$ cat config.mk
export PLATFORM = sky130hd
export DESIGN_NAME = spi_main
export DESIGN_NICKNAME = d
export VERILOG_FILES = /design/src/rtl/spi_pkg.sv /design/src/rtl/spi_shift44.sv /design/src/rtl/spi_main.sv
export SDC_FILE = /design/constraint.sdc
export NUM_CORES = 1
export LEC_CHECK = 0
export ABC_AREA = 1
export CORE_MARGIN = 2
export CORE_UTILIZATION = 60
export DETAILED_ROUTE_END_ITERATION = 12
export DONT_BUFFER_PORTS = 1
export PLACE_DENSITY = 0.76
export SYNTH_ARGS = -nofsm -noshare
export SYNTH_HDL_FRONTEND = slang
export SYNTH_SLANG_ARGS = --single-unit
$ cat constraint.sdc
create_clock -name sclk -period 7.8 [get_ports sclk]
set_input_delay 0.78 -clock sclk [delete_from_list [all_inputs] [get_ports sclk]]
set_output_delay 0.78 -clock sclk [all_outputs]
set_load 0.01 [all_outputs]
$ cat src/rtl/spi_pkg.sv
// Shared definitions for the SPI main and its memory-bridge subordinate.
// Latency: n/a (types and constants only).
// Backpressure: n/a.
package spi_pkg;

    localparam int ADDR_W = 10;
    localparam int DATA_W = 32;
    localparam int MSG_W  = 2 + ADDR_W + DATA_W;   // 44-bit frame

    localparam logic [1:0] OP_READ  = 2'b00;
    localparam logic [1:0] OP_WRITE = 2'b01;

    // Phase lengths in sclk posedges
    localparam int SEND_LEN = 44;
    localparam int TURN_LEN = 1;
    localparam int RECV_LEN = 44;

    typedef struct packed {
        logic [1:0]        op;
        logic [ADDR_W-1:0] addr;
        logic [DATA_W-1:0] data;
    } spi_frame_t;

    typedef enum logic [2:0] {
        IDLE,
        SEND,
        TURN,
        RECV,
        DONE,
        GAP
    } spi_state_t;

endpackage

$ cat src/rtl/spi_shift44.sv
// Frame shift register shared by transmit and receive phases (MSB-first out, LSB in).
// Latency: one posedge per load/shift operation.
// Backpressure: none; load has priority over shifting, shift_in over shift_out.
// Ports: clk/rst, load + load_data, shift_out, shift_in + din, q (register contents).
module spi_shift44
    import spi_pkg::*;
#(
    parameter int W = MSG_W
) (
    input  logic         clk,
    input  logic         rst,
    input  logic         load,
    input  logic [W-1:0] load_data,
    input  logic         shift_out,
    input  logic         shift_in,
    input  logic         din,
    output logic [W-1:0] q
);

    always_ff @(posedge clk or posedge rst) begin
        if (rst) begin
            q <= '0;
        end else if (load) begin
            q <= load_data;
        end else if (shift_in) begin
            q <= {q[W-2:0], din};
        end else if (shift_out) begin
            q <= {q[W-2:0], 1'b0};
        end
    end

endmodule

$ cat src/rtl/spi_main.sv
// SPI main: sends {op,addr,data} MSB-first, waits one turnaround cycle, reads a 44-bit reply.
// Latency: resp_valid on the 90th posedge after acceptance; next accept GAP_CYC+1 posedges later.
// Backpressure: req_ready is high only in IDLE; requests seen while busy are dropped, not queued.
// Ports: sclk/rst, host request (req_*), response (resp_*), busy, SPI pins (cs_n, mosi, miso).
module spi_main #(
    parameter int ADDR_W  = 10,
    parameter int DATA_W  = 32,
    parameter int GAP_CYC = 2
) (
    input  logic                       sclk,
    input  logic                       rst,
    input  logic                       req_valid,
    output logic                       req_ready,
    input  logic [1:0]                 req_op,
    input  logic [ADDR_W-1:0]          req_addr,
    input  logic [DATA_W-1:0]          req_wdata,
    output logic                       resp_valid,
    output logic [2+ADDR_W+DATA_W-1:0] resp_frame,
    output logic [DATA_W-1:0]          resp_rdata,
    output logic                       resp_err,
    output logic                       busy,
    output logic                       cs_n,
    output logic                       mosi,
    input  logic                       miso
);
    import spi_pkg::*;

    localparam logic [6:0] GAP_RELOAD = 7'(GAP_CYC - 1);

    spi_state_t       state, state_nxt;
    logic [6:0]       cnt, cnt_nxt;
    spi_frame_t       frame_in, sent_frame, rx_frame;
    logic [MSG_W-1:0] shreg;
    logic             accept, sh_load, sh_out, sh_in, echo_err;

    assign accept = req_valid && (state == IDLE);

    // Write data is only meaningful for writes; everything else carries zeros.
    always_comb begin
        frame_in.op   = req_op;
        frame_in.addr = req_addr;
        frame_in.data = (req_op == OP_WRITE) ? req_wdata : '0;
    end

    // TX and RX never overlap, so one register serves both directions.
    spi_shift44 #(.W(MSG_W)) u_shift (
        .clk       (sclk),
        .rst       (rst),
        .load      (sh_load),
        .load_data (frame_in),
        .shift_out (sh_out),
        .shift_in  (sh_in),
        .din       (miso),
        .q         (shreg)
    );

    // State register
    always_ff @(posedge sclk or posedge rst) begin
        if (rst) begin
            state <= IDLE;
            cnt   <= '0;
        end else begin
            state <= state_nxt;
            cnt   <= cnt_nxt;
        end
    end

    // Next state: one down-counter, reloaded with (phase length - 1) on entry.
    always_comb begin
        state_nxt = state;
        cnt_nxt   = cnt;
        case (state)
            IDLE: begin
                if (req_valid) begin
                    state_nxt = SEND;
                    cnt_nxt   = 7'(SEND_LEN - 1);
                end
            end
            SEND: begin
                if (cnt == 7'd0) begin
                    state_nxt = TURN;
                    cnt_nxt   = 7'(TURN_LEN - 1);
                end else begin
                    cnt_nxt = cnt - 7'd1;
                end
            end
            TURN: begin
                if (cnt == 7'd0) begin
                    state_nxt = RECV;
                    cnt_nxt   = 7'(RECV_LEN - 1);
                end else begin
                    cnt_nxt = cnt - 7'd1;
                end
            end
            RECV: begin
                if (cnt == 7'd0) begin
                    state_nxt = DONE;
                    cnt_nxt   = 7'd0;
                end else begin
                    cnt_nxt = cnt - 7'd1;
                end
            end
            DONE: begin
                state_nxt = GAP;
                cnt_nxt   = GAP_RELOAD;
            end
            GAP: begin
                if (cnt == 7'd0) begin
                    state_nxt = IDLE;
                    cnt_nxt   = 7'd0;
                end else begin
                    cnt_nxt = cnt - 7'd1;
                end
            end
            default: begin
                state_nxt = IDLE;
                cnt_nxt   = 7'd0;
            end
        endcase
    end

    // Outputs decoded from the current state
    always_comb begin
        sh_load   = accept;
        sh_out    = (state == SEND);
        sh_in     = (state == RECV);
        req_ready = (state == IDLE);
        busy      = (state != IDLE);
    end

    // Reads only echo the header; a write must echo the whole frame.
    assign rx_frame = shreg;
    assign echo_err = (sent_frame.op == OP_WRITE)
                    ? (rx_frame != sent_frame)
                    : ({rx_frame.op, rx_frame.addr} != {sent_frame.op, sent_frame.addr});

    always_ff @(posedge sclk or posedge rst) begin
        if (rst) begin
            cs_n       <= 1'b1;
            resp_valid <= 1'b0;
            resp_frame <= '0;
            resp_err   <= 1'b0;
            sent_frame <= '0;
        end else begin
            // Select stays low from acceptance through the DONE cycle.
            cs_n       <= !(state_nxt inside {SEND, TURN, RECV, DONE});
            resp_valid <= (state == DONE);
            if (accept) begin
                sent_frame <= frame_in;
            end
            if (state == DONE) begin
                resp_frame <= shreg;
                resp_err   <= echo_err;
            end
        end
    end

    assign resp_rdata = resp_frame[DATA_W-1:0];

    // mosi changes half a cycle ahead of the subordinate's sampling posedge.
    always_ff @(negedge sclk or posedge rst) begin
        if (rst) begin
            mosi <= 1'b0;
        end else begin
            mosi <= (state == SEND) ? shreg[MSG_W-1] : 1'b0;
        end
    end

endmodule

==> metrics.md, run 1 <==
| Metric | Value |
|---|---|
| Status | finished clean |
| Worst path arrival time | 4780 ps |
| Critical path class | reg -> out |
| Die Height | 109 µm |
| CTS max path bufs | 2 |
| Cell Area, Synth | 6590 µm² |
| VDD IR max | 0.226 mV |
| Final Max Tran Viols | 0 |
| Met1 usage | 32.0% |
| Clock sinks | 146 |
| H-Tree Depth | 4 |
| Post-CTS Hold Buffers | 0 |
| Post-CTS Resized | 0 |
| Post-synthesis async set-or-reset flop share | 100% |
| I/O Buffers | 0 |
| Max FO, Critical Path | 1 |
| Area occupied by registers | 3650 µm² |
| Worst setup EP type | output pin |
| Avg Cell Area, Syn | 9.29 µm² |
| ANT nets after route | 0 |
| Largest net degree at the start of global routing | 71 |
| Slew margin rel. | 42.8% |
| Static leakage | 3.42 nW |
| Placer Congestion | 0.884 |
| Gr ovfl total | 0 |
| RSZ-0062 raised after global routing | false |
| Core ar. | 10800 µm² |
| Prevailing post-synth register cell | dfrtp_1 |
| Leading area contributor after synthesis | dfrtp_1 |
| Layout Skew | 73.1 ps |
| Setup-failing EPs final | 0 |
| Max_cap viols | 0 |
| Yosys cell types | 30 |
| Power Dens Cells | 467 nW/µm² |
| Worst setup SP type | flop |
| Total GRT Usage | 25.0% |
| Fin Hold WS | 185 ps |
| CTS Buf Count | 17 |
| Vias in the first global route | 4769 |
| Grt peak-use layer | met2 |
| Final #Nets | 721 |
| Routed vias/inst | 5.70 |
| Clk slew on worst S/H paths | 60 ps |
| Hold Path Class | in -> async |
| First-pass GRT wire length | 22800 µm |
| Initial antenna violation count | 0 |
| Dpl hpwl | 9060 µm |
| Mapped Cells | 710 |
| Routed via count | 4698 |
| Post-synthesis sequential area ratio | 55.4% |
| Mapped Nets | 760 |
| Clk Latency, worst-skew pair | 520 ps |
| Wire per inst | 16.9 µm |
| Share of post-route cells with drive strength above 1 | 8.19% |
| Routed WL | 13900 µm |
| Post-CTS setup buffer count | 0 |
| Row cnt | 38 |
| Final-report hold violation count | 0 |
| CP required | 7020 ps |
| Seq cells post-synth | 146 |
| Routing usage on met2 | 40.9% |
| CTS tree | done |
| Initial detailed-routing violation count | 419 |
| FILL cells | 808 |
| Top cells by area, synth | dfrtp_1 (55%), nand2_1 (11%), o221ai_1 (5.0%), o21ai_0 (4.9%), inv_1 (4.2%) |
| EDFF count, synth | 0 |
| # IOs | 130 |
| Layout area overhead | 7.23% |
| Diodes inserted | 0 |
| Multi-input logic area | 2250 µm² |
| Die area | 11800 µm² |
| Clk Tree Root Cell | clkbuf_8 |
| Drt drc | 0 |
| Worst-Margin Slew | 859 ps |
| Synth warn | 0 |
| Die extent in x | 109 µm |
| Met3 GRT Util | 7.05% |
| Initial Utilization | 61.1% |
| Yosys top cell area share | 54.6% |
| TNS Setup | 0 ps |
| TritonRoute pass-1 iters | 5 |
cells in the final DEF, fill, tap and decap left out, types with 4 or more instances in the layout:
cell type / synthesis / routed
inv_1: 74 / 73
dfrtp_1: 144 / 144
nor3_1: 4 / 4
nor2_1: 24 / 23
nand4_1: 5 / 5
buf_4: 34 / 5
xnor2_1: 28 / 28
bufinv_16: 0 / 6
a21oi_1: 6 / 6
nand2_1: 192 / 191
o21ai_0: 64 / 64
xor2_1: 4 / 4
o221ai_1: 38 / 38
clkinvlp_4: 0 / 4
nand3_1: 41 / 41
o221ai_2: 5 / 5
clkbuf_16: 0 / 16
flip-flops by register name, indices dropped and copies added (netlist names), 3 cells and up:
register	flops
sent_frame	44
u_shift.q	44
state	3
cnt	7
resp_frame	44
cells in the mapped netlist (2+ instances only):
| master | instances |
|---|---|
| xnor2_1 | 28 |
| nand4_1 | 5 |
| o221ai_1 | 38 |
| clkbuf_1 | 14 |
| a21oi_1 | 6 |
| o221ai_2 | 5 |
| nor2_4 | 2 |
| buf_6 | 4 |
| dfrtp_1 | 144 |
| nand2_4 | 2 |
| nor3_1 | 4 |
| inv_1 | 74 |
| o21ai_0 | 64 |
| nor2_1 | 24 |
| ha_1 | 2 |
| inv_2 | 3 |
| buf_2 | 11 |
| nand3_1 | 41 |
| xor2_1 | 4 |
| nand2_1 | 192 |
| buf_4 | 34 |
where the power goes:
| part | total [W] | switching [W] | internal, W |
|---|---|---|---|
| Sequential | 0.00141 | 0.000323 | 0.00109 |
| Combinational | 0.000991 | 0.000609 | 0.000381 |
| Clock | 0.000902 | 0.000311 | 0.000591 |
cells by family (layout without fill, tap and decap cells):
family	Yosys count	after routing	synth area share (%)
simple gates	273	273	17.4
fa+ha+maj	2	2	0.379
xor+xnor	32	32	4.25
flops	146	146	55.4
buf+inv	140	114	10.6
compound gates	117	117	12.0
stage by stage:
| stage | utilization, % | std cells | setup slack [ps] | instance area, µm² | total power (W) |
|---|---|---|---|---|---|
| 6_report | 65.5 | 824 | 2240 | 7070 | 0.00330 |
| 3_3_place_gp | 59.4 | 792 | 2700 | 6410 | 0.00234 |
| 4_1_cts | 65.5 | 824 | 2220 | 7070 | 0.00332 |
| 3_5_place_dp | 59.4 | 792 | 2700 | 6410 | 0.00240 |
| 5_1_grt | 65.5 | 824 | 2200 | 7070 | 0.00353 |
| 2_1_floorplan | - | 710 | 1400 | 6600 | 0.00228 |
final timing paths:
path	startpoint	to	slack (ps)	cells after the start
hold reg to reg	sent_frame[41]	sent_frame[41]	490	2
max in group asynchronous	rst	mosi	3370	1
min in group sclk	req_valid	cs_n	330	1
setup reg to reg	state[2]	mosi	2930	3
hold / removal	rst	resp_frame[28]	190	1
setup / recovery	mosi	mosi	2240	0
layout make-up:
cell class,count,share of cell area (%)
repair buffers,5,0.531
flip-flops and latches,146,51.7
multi-input cells,424,31.8
inverters,77,4.14
clock buffers,18,6.05
clock inverters,14,3.33
well taps,140,2.48
layer usage:
| layer | wire, µm | part of all wire (%) | up-vias |
|---|---|---|---|
| li1 | - | - | 2216 |
| met1 | 5900 | 42 | 2317 |
| met2 | 6990 | 50 | 142 |
| met3 | 815 | 5.8 | 23 |
| met4 | 241 | 1.7 | 0 |
| met5 | 0 | 0 | - |
No activity file was read; power rests on OpenSTA's default activity.
==> inputs of run 2 (changes only) <==
Clock period 7.8 ns to 5.25 ns, I/O delays scaled along.
==> run 2 against run 1 <==
Combinational power is 49% higher. Global-route usage is 0.11 points higher. Count of clock-buffer cells in the layout increased by 4. Register-to-register slack worse by 1200 ps. Power rose by 41%. Wire length is 0.26% lower. Final cell count did not move.
==> metrics.md, run 2 (synthesized netlist as in run 1, its figures left out) <==
| Metric | Value |
|---|---|
| Drt drc | 0 |
| Post-CTS setup buffer count | 0 |
| R2R Path Start | state[2] |
| Power Dens Cells | 671 nW/µm² |
| RSZ-0062 raised after global routing | false |
| Die area | 11800 µm² |
| VDD IR max | 0.380 mV |
| Die Height | 109 µm |
| Initial Utilization | 61.1% |
| CTS tree | done |
| Core ar. | 10800 µm² |
| Status | finished clean |
| Routed via count | 4678 |
| Share of post-route cells with drive strength above 1 | 7.60% |
| Clk Latency, worst-skew pair | 530 ps |
| Setup-failing EPs final | 0 |
| First-pass GRT wire length | 22700 µm |
| Dpl hpwl | 8970 µm |
| R2r worst-path depth | 3 |
| Slew margin rel. | 38.8% |
| Die extent in x | 109 µm |
| Worst path arrival time | 3540 ps |
| Worst setup SP type | flop |
| DP Area | 6410 µm² |
| I/O Buffers | 0 |
| Vias in the first global route | 4728 |
| Post-CTS Resized | 0 |
| Final #Nets | 721 |
| Hold Crit Start | req_valid |
| Wire per inst | 16.9 µm |
| Initial antenna violation count | 0 |
| Layout Skew | 72.5 ps |
| CTS max path bufs | 2 |
| TritonRoute pass-1 iters | 5 |
| Layout area overhead | 5.20% |
| Worst setup EP type | output pin |
| Row cnt | 38 |
| Largest net degree at the start of global routing | 75 |
| Critical path class | reg -> out |
| FILL cells | 898 |
| Reg2reg setup slack | 1720 ps |
| Diodes inserted | 0 |
| Clk slew on worst S/H paths | 60 ps |
| Initial detailed-routing violation count | 305 |
| Max FO, Critical Path | 1 |
| CP required | 4720 ps |
| Most common cell after layout, fill and taps aside | nand2_1 |
| Final-report hold violation count | 0 |
| Most frequent cells in the layout | nand2_1 (191), dfrtp_1 (144), inv_1 (73) |
| Routed vias/inst | 5.68 |
| TNS Setup | 0 ps |
| Hold Path Depth | 1 |
| Worst reg2reg endpoint | mosi |
| Clk Tree Root Cell | clkbuf_8 |
| Largest regs | resp_frame: 44 flops, sent_frame: 44 flops, u_shift.q: 44 flops |
| Placer Congestion | 0.833 |
| ANT nets after route | 0 |
| Worst-Margin Slew | 917 ps |
| Min-Delay Endpoint | cs_n |
| Static leakage | 3.36 nW |
| # IOs | 130 |
| Clock sinks | 146 |
| Gr ovfl total | 0 |
| Post-CTS Hold Buffers | 0 |
| Final Max Tran Viols | 0 |
| Final Instance Area | 6940 µm² |
| Total GRT Usage | 25.1% |
| CTS Buf Count | 17 |
| Hold Path Class | in -> reg |
| Routed WL | 13900 µm |
| Max_cap viols | 0 |
| H-Tree Depth | 4 |
-- run 2: cell types whose count changed in the layout (fill, tap and decap cells not counted) --
cell / change
bufinv_16: -5
clkbuf_1: +4
clkinv_2: +2
clkinv_4: -1
-- run 2: worst max path at each step --
stage               from   end  depth (start not counted)
finish              mosi  mosi                          0
global route        mosi  mosi                          0
CTS                 mosi  mosi                          0
detailed placement  mosi  mosi                          0
global placement    mosi  mosi                          0
floorplan            rst  mosi                          1
-- run 2: metrics by stage --
step                instances  power, W  hold slack [ps]  utilization, %  worst slack [ps]
finish                    824   0.00466             81.8            64.3              1180
global route              824   0.00499             72.8            64.3              1150
CTS                       824   0.00467             67.6            64.3              1160
detailed placement        792   0.00356              480            59.4              1650
global placement          792   0.00347              477            59.4              1660
floorplan                 710   0.00338              462               -               378
-- run 2: power breakdown --
part	switching [W]	internal [W]
logic	0.000910	0.000567
clock network	0.000455	0.000637
registers	0.000476	0.00161
total	0.00184	0.00282
-- run 2: metal layers --
metal | routed length [µm] | GRT usage, % | share of wire [%] | up-vias
met1 | 6160 | 33.3 | 44 | 2306
met4 | 257 | 9.43 | 1.8 | 0
met2 | 6590 | 39.6 | 47 | 139
li1 | - | - | - | 2212
met3 | 896 | 7.29 | 6.4 | 21
met5 | 0 | 0 | 0 | -
-- run 2: cell type report --
cell class,instances,area [µm²],share of cell area (%)
clock buffer,22,443,6.39
clock inverter,10,86.3,1.24
inverter,77,293,4.22
multi-input combinational,424,2250,32.4
sequential,146,3650,52.7
tap,140,175,2.53
timing repair buffer,5,37.5,0.541
